$ cat src/rtl/relay_frame_detect.sv
// Relay framing engine: deglitches the relay link, samples it at the sub-carrier
// bit rate, tracks start/end patterns per role and drives the front-end mod_type.
module relay_frame_detect #(
   parameter int unsigned FILT_LEN     = 8,
   parameter int unsigned SAMPLE_DIV   = 16,
   parameter int unsigned SAMPLE_PHASE = 8,
   parameter logic [7:0]  RD_START     = 8'hc0,
   parameter logic [15:0] RD_END_A     = 16'h0000,
   parameter logic [15:0] RD_END_B     = 16'hc000,
   parameter logic [7:0]  TG_START     = 8'hf0,
   parameter logic [15:0] TG_END       = 16'h0000,
   parameter int unsigned MAX_BITS     = 4096,
   parameter int unsigned DELAY_TAP    = 7
) (
   input  logic       ck_1356meg,
   input  logic       rst,
   input  logic       enable,
   input  logic       is_tag,
   input  logic       dbg,
   output logic [2:0] mod_type,
   output logic       frame_active,
   output logic       bit_strobe,
   output logic       bit_out,
   output logic [7:0] frame_count,
   output logic       timeout_err
);

   localparam int DIV_W = (SAMPLE_DIV > 1) ? $clog2(SAMPLE_DIV) : 1;
   localparam int CNT_W = $clog2(FILT_LEN + 1);
   localparam logic [DIV_W-1:0] DIV_LAST  = DIV_W'(SAMPLE_DIV - 1);
   localparam logic [DIV_W-1:0] DIV_PHASE = DIV_W'(SAMPLE_PHASE);
   localparam logic [CNT_W-1:0] HALF      = CNT_W'(FILT_LEN / 2);
   localparam logic [15:0]      BT_LAST   = 16'(MAX_BITS - 1);

   typedef enum logic {IDLE = 1'b0, ACTIVE = 1'b1} state_t;

   state_t                state_reg, state_next;
   logic [FILT_LEN-1:0]   filt_reg;
   logic [DIV_W-1:0]      div_reg, div_next;
   logic [23:0]           sr_reg, sr_next;
   logic [2:0]            bc_reg, bc_next;
   logic [15:0]           bt_reg, bt_next;
   logic [7:0]            fc_reg, fc_next;
   logic                  strobe_reg;
   logic                  tout_reg, tout_next;

   logic [CNT_W-1:0]      ones;
   logic                  fbit;
   logic                  strobe;
   logic [23:0]           sr_n;
   logic [2:0]            bc_n;
   logic                  start_hit;
   logic                  end_hit;

   // The filter keeps running while disabled so it is settled on re-enable.
   always_ff @(posedge ck_1356meg) begin
      if (rst) begin
         filt_reg <= '0;
      end else begin
         filt_reg <= {filt_reg[FILT_LEN-2:0], dbg};
      end
   end

   always_comb begin
      ones = '0;
      for (int i = 0; i < int'(FILT_LEN); i++) begin
         ones = ones + CNT_W'(filt_reg[i]);
      end
   end

   assign fbit   = (ones >= HALF);
   assign strobe = enable && (div_reg == DIV_PHASE);
   assign sr_n   = {sr_reg[22:0], fbit};
   assign bc_n   = bc_reg + 3'd1;

   always_comb begin
      start_hit = is_tag ? (sr_n == {16'h0000, TG_START}) : (sr_n == {16'h0000, RD_START});
      end_hit   = 1'b0;
      if (bc_n == 3'd0 && sr_n[7:0] == 8'h00) begin
         end_hit = is_tag ? (sr_n[23:8] == TG_END)
                          : (sr_n[23:8] == RD_END_A || sr_n[23:8] == RD_END_B);
      end
   end

   always_ff @(posedge ck_1356meg) begin
      if (rst) begin
         state_reg  <= IDLE;
         div_reg    <= '0;
         sr_reg     <= '0;
         bc_reg     <= '0;
         bt_reg     <= '0;
         fc_reg     <= '0;
         strobe_reg <= 1'b0;
         tout_reg   <= 1'b0;
      end else begin
         state_reg  <= state_next;
         div_reg    <= div_next;
         sr_reg     <= sr_next;
         bc_reg     <= bc_next;
         bt_reg     <= bt_next;
         fc_reg     <= fc_next;
         strobe_reg <= strobe;
         tout_reg   <= tout_next;
      end
   end

   // Start realigns even mid-frame; end beats timeout; only end counts a frame.
   always_comb begin
      state_next = state_reg;
      div_next   = div_reg;
      sr_next    = sr_reg;
      bc_next    = bc_reg;
      bt_next    = bt_reg;
      fc_next    = fc_reg;
      tout_next  = 1'b0;
      if (!enable) begin
         state_next = IDLE;
         div_next   = '0;
         sr_next    = '0;
         bc_next    = '0;
         bt_next    = '0;
      end else begin
         div_next = (div_reg == DIV_LAST) ? '0 : div_reg + DIV_W'(1);
         if (strobe) begin
            sr_next = sr_n;
            bc_next = bc_n;
            if (start_hit) begin
               state_next = ACTIVE;
               bc_next    = '0;
               bt_next    = '0;
            end else if (state_reg == ACTIVE) begin
               if (end_hit) begin
                  state_next = IDLE;
                  fc_next    = fc_reg + 8'd1;
               end else if (bt_reg == BT_LAST) begin
                  state_next = IDLE;
                  tout_next  = 1'b1;
               end else begin
                  bt_next = bt_reg + 16'd1;
               end
            end
         end
      end
   end

   always_comb begin
      mod_type = 3'b011;
      case ({state_reg == ACTIVE, is_tag})
         2'b00: mod_type = 3'b011;
         2'b10: mod_type = 3'b100;
         2'b01: mod_type = 3'b001;
         2'b11: mod_type = 3'b010;
         default: mod_type = 3'b011;
      endcase
   end

   assign frame_active = (state_reg == ACTIVE);
   assign bit_strobe   = strobe_reg;
   assign bit_out      = sr_reg[DELAY_TAP];
   assign frame_count  = fc_reg;
   assign timeout_err  = tout_reg;

endmodule

$ cat config.mk
export PLATFORM = sky130hd
export DESIGN_NAME = relay_frame_detect
export DESIGN_NICKNAME = d
export VERILOG_FILES = /design/src/rtl/relay_frame_detect.sv
export SDC_FILE = /design/constraint.sdc
export NUM_CORES = 1
export LEC_CHECK = 0
export CORE_UTILIZATION = 55
export DETAILED_ROUTE_END_ITERATION = 12
export GPL_ROUTABILITY_DRIVEN = 0
export PLACE_DENSITY = 0.75
export SLEW_MARGIN = 20
export SYNTH_ARGS = -nofsm -noshare
export SYNTH_HDL_FRONTEND = slang
export SYNTH_SLANG_ARGS = --single-unit
$ cat constraint.sdc
create_clock -name ck_1356meg -period 3.5 [get_ports ck_1356meg]
set_input_delay 0.525 -clock ck_1356meg [delete_from_list [all_inputs] [get_ports ck_1356meg]]
set_output_delay 0.525 -clock ck_1356meg [all_outputs]
set_load 0.005 [all_outputs]
==> flow_metrics.tcl <==
set metrics [dict create \
    p_sw_frac 0.2023 \
    grt_max_degree 30 \
    ys_seq_elements 65 \
    grt_first_pass_wirelength_mm 9.239 \
    wl_per_cell_um 12.75 \
    ys_types 41 \
    grt.overflow.total 0 \
    hpwl_mm 3.610 \
    cts_htree_levels 3 \
    die-area_um2 5469 \
    start_kind "register" \
    path_cells "inv_1, fa_1, fa_1, fa_2, inv_1, ha_1, nand2_1, o211ai_1, nor3_2, nand2_2, or3_1, a21oi_1" \
    total_power_mw 1.428 \
    crit_arrival_ns 3.53 \
    criticalPathCategory "register to register" \
    cts.sinks 65 \
    syn_inst 329 \
    place_area_um2 3129 \
    cts_tree "done" \
    power.share.sequential 0.521 \
    seq_area_frac_synth 0.4569 \
    synthArstFlopShare 0 \
    hold_viol_final 0 \
    syn-cell-area_um2 2848 \
    areaGrowthSynthToFinish_pct 18.67 \
    postSynthNetCount 348 \
    ys_warn_count 0 \
    cts_made_buffers 9 \
    relSlewSlack 0.5782 \
    vias 2271 \
    vias_per_cell 5.356 \
    synthFlopType "dfxtp_1" \
    cts_root_buf "clkbuf_8" \
    hold_class "register to register" \
    min_period_over_period 0.9324 \
    crit_required_ns 3.76 \
    drcViolationCount 0 \
    crit_path_top_delay_cell "fa_1" \
    max_slew.worst_pin.slew_ns 0.6307 \
    p_leak_nw 1.162 \
    finalSetupViolCount 0 \
    fin_cells 424 \
    stdcell_area_um2 3379 \
    largest_reg_flops 23 \
    critPathTopFamily "adder cells" \
    finalMaxSlewViolations 0 \
    fin_util 0.6970 \
    die_h_um 73.96 \
    maxCapViolCount 0 \
    critPathBufInv 2 \
    clk_latency_ns 0.34 \
    finalWirelength_mm 5.407 \
    coreArea_um2 4848 \
    power.clock.fraction 0.451 \
    die_x_um 73.96 \
    drtIter0Drc 66 \
    grt_pass1_vias 2179 \
    crit_fanout 4 \
    path_clk_slew_ns 0.07 \
    setup_tns_ns 0 \
    pin_count 20 \
    max-vdd-ir-drop_mv 0.3989 \
    ant_nets 0 \
    port_buffers 19 \
    power_frac_comb 0.028 \
    p_switching_uw 289.0 \
    drt_pass1_iterations 4 \
    track_usage 0.2254 \
    fin_skew_ns 0.006676 \
    hold_buffers 0 \
    rows 25 \
    avgSynthCellArea_um2 8.656 \
    antenna_found_initial 0 \
    initial_core_util 0.5874 \
    intPower_mw 1.139 \
    synth-edff-count 0 \
    clk_path_buf_depth 2 \
    cpPeakStageDelay_ns 0.55 \
    fin_crit_ns 3.263 \
    drive_above_1_share 0.1064 \
    fmax_mhz 306.4 \
    cp-end-kind "register" \
    power_density_nw_per_um2 422.6 \
    dpl.cell_count 406 \
    nets 373 \
    antenna_cells 0 \
    outcome "completed" \
]
## power by group through the flow
stage | logic [mW] | clock network (mW) | registers [mW]
final | 0.0395 | 0.644 | 0.744
after global routing | 0.0442 | 0.690 | 0.744
after floorplan | 0.0219 | 0 | 0.760
after CTS | 0.0392 | 0.659 | 0.744
after global placement | 0.0371 | 0 | 0.761
after detailed placement | 0.0391 | 0 | 0.761
## kinds of logic after synthesis
logic type                 count (synthesis)  share of synthesized area
DFF                                       65                     0.4569
xor gates and xnor gates                  21                    0.06458
and+or+nand+nor                          151                     0.2693
adders and majority gates                 14                    0.06942
AOI/OAI and AO/OA                         46                    0.09535
buffers and inverters                     32                    0.04438
## synthesized netlist by cell type, types with 2 or more instances
cell type	n	area [um2]
nand4_1	8	50.05
xnor2_1	16	140.1
or3_1	3	18.77
o21ai_0	4	20.02
nor3_2	2	20.02
inv_1	17	63.81
nand2_1	57	214.0
a21oi_1	31	155.2
nor3_1	6	30.03
nand3_1	7	35.03
clkbuf_1	8	30.03
or2_2	2	12.51
a311oi_1	2	17.52
fa_1	3	60.06
o211ai_1	3	22.52
buf_1	2	7.510
nor2_1	35	131.4
nor4b_4	2	47.55
buf_2	5	25.02
nor4_1	11	68.82
nor2b_1	3	18.77
and3_1	4	25.02
or4_1	2	15.01
dfxtp_1	65	1301
ha_1	11	137.6
xor2_1	5	43.79
## worst paths after layout
| check | start | end | slack (ns) | cells after the start |
|---|---|---|---|---|
| worst max-delay path | filt_reg[0] | frame_count[7] | 0.24 | 12 |
| worst min-delay path | bc_reg[1] | bc_reg[1] | 0.46 | 2 |
| worst max register to register | filt_reg[0] | frame_count[7] | 0.24 | 12 |
| worst min register to register | bc_reg[1] | bc_reg[1] | 0.46 | 2 |
## layout by cell type, fill, tap and decap left out, types with 2 or more instances in the layout
| cell | instances |
|---|---|
| dfxtp_1 | 65 |
| nand2_1 | 56 |
| nor2_1 | 35 |
| a21oi_1 | 31 |
| clkdlybuf4s50_1 | 19 |
| inv_1 | 17 |
| xnor2_1 | 16 |
| clkbuf_8 | 12 |
| ha_1 | 11 |
| nor4_1 | 10 |
| nand4_1 | 8 |
| buf_4 | 8 |
| nand3_1 | 7 |
| nor3_1 | 6 |
| xor2_1 | 5 |
| and3_1 | 4 |
| o21ai_0 | 4 |
| o211ai_1 | 3 |
| or3_1 | 3 |
| nor2b_1 | 3 |
| or2_2 | 2 |
| nor3_2 | 2 |
| or4_1 | 2 |
| a311oi_1 | 2 |
| nor4b_4 | 2 |
| fa_1 | 2 |
| buf_12 | 2 |
## area by class of cell
class                      instances  area [um2]
fill                             385        1469
multi-input combinational        232        1438
sequential                        65        1301
timing repair buffer              29       290.3
clock buffer                      12       165.2
tap                               67       83.83
inverter                          17       63.81
clock inverter                     2       37.54
## per-layer routing
layer,wire length (um),track usage
met3,186,0.07317
met5,0,0
met4,77,0.1154
met2,2662,0.3727
met1,2480,0.2618
## what timing repair did
action                     CTS  global route
resized for setup            0             4
buffers inserted             0             4
setup endpoints to repair    0             5
## tightest hold or removal path, stage by stage (launching register included)
cell	delay, ns
dfxtp_1	0.31
nand2_1	0.05
a21oi_1	0.05
## per-stage QoR
| stage | hold slack, ns | setup WS (ns) |
|---|---|---|
| after global routing | 0.4746 | -0.01386 |
| after CTS | 0.4618 | 0.1177 |
| after global placement | 0.4475 | 0.2909 |
| after detailed placement | 0.4527 | 0.1400 |
| after floorplan | 0.4343 | 0.3431 |
| final | 0.4558 | 0.2367 |
(Power assumes the default switching activity.)
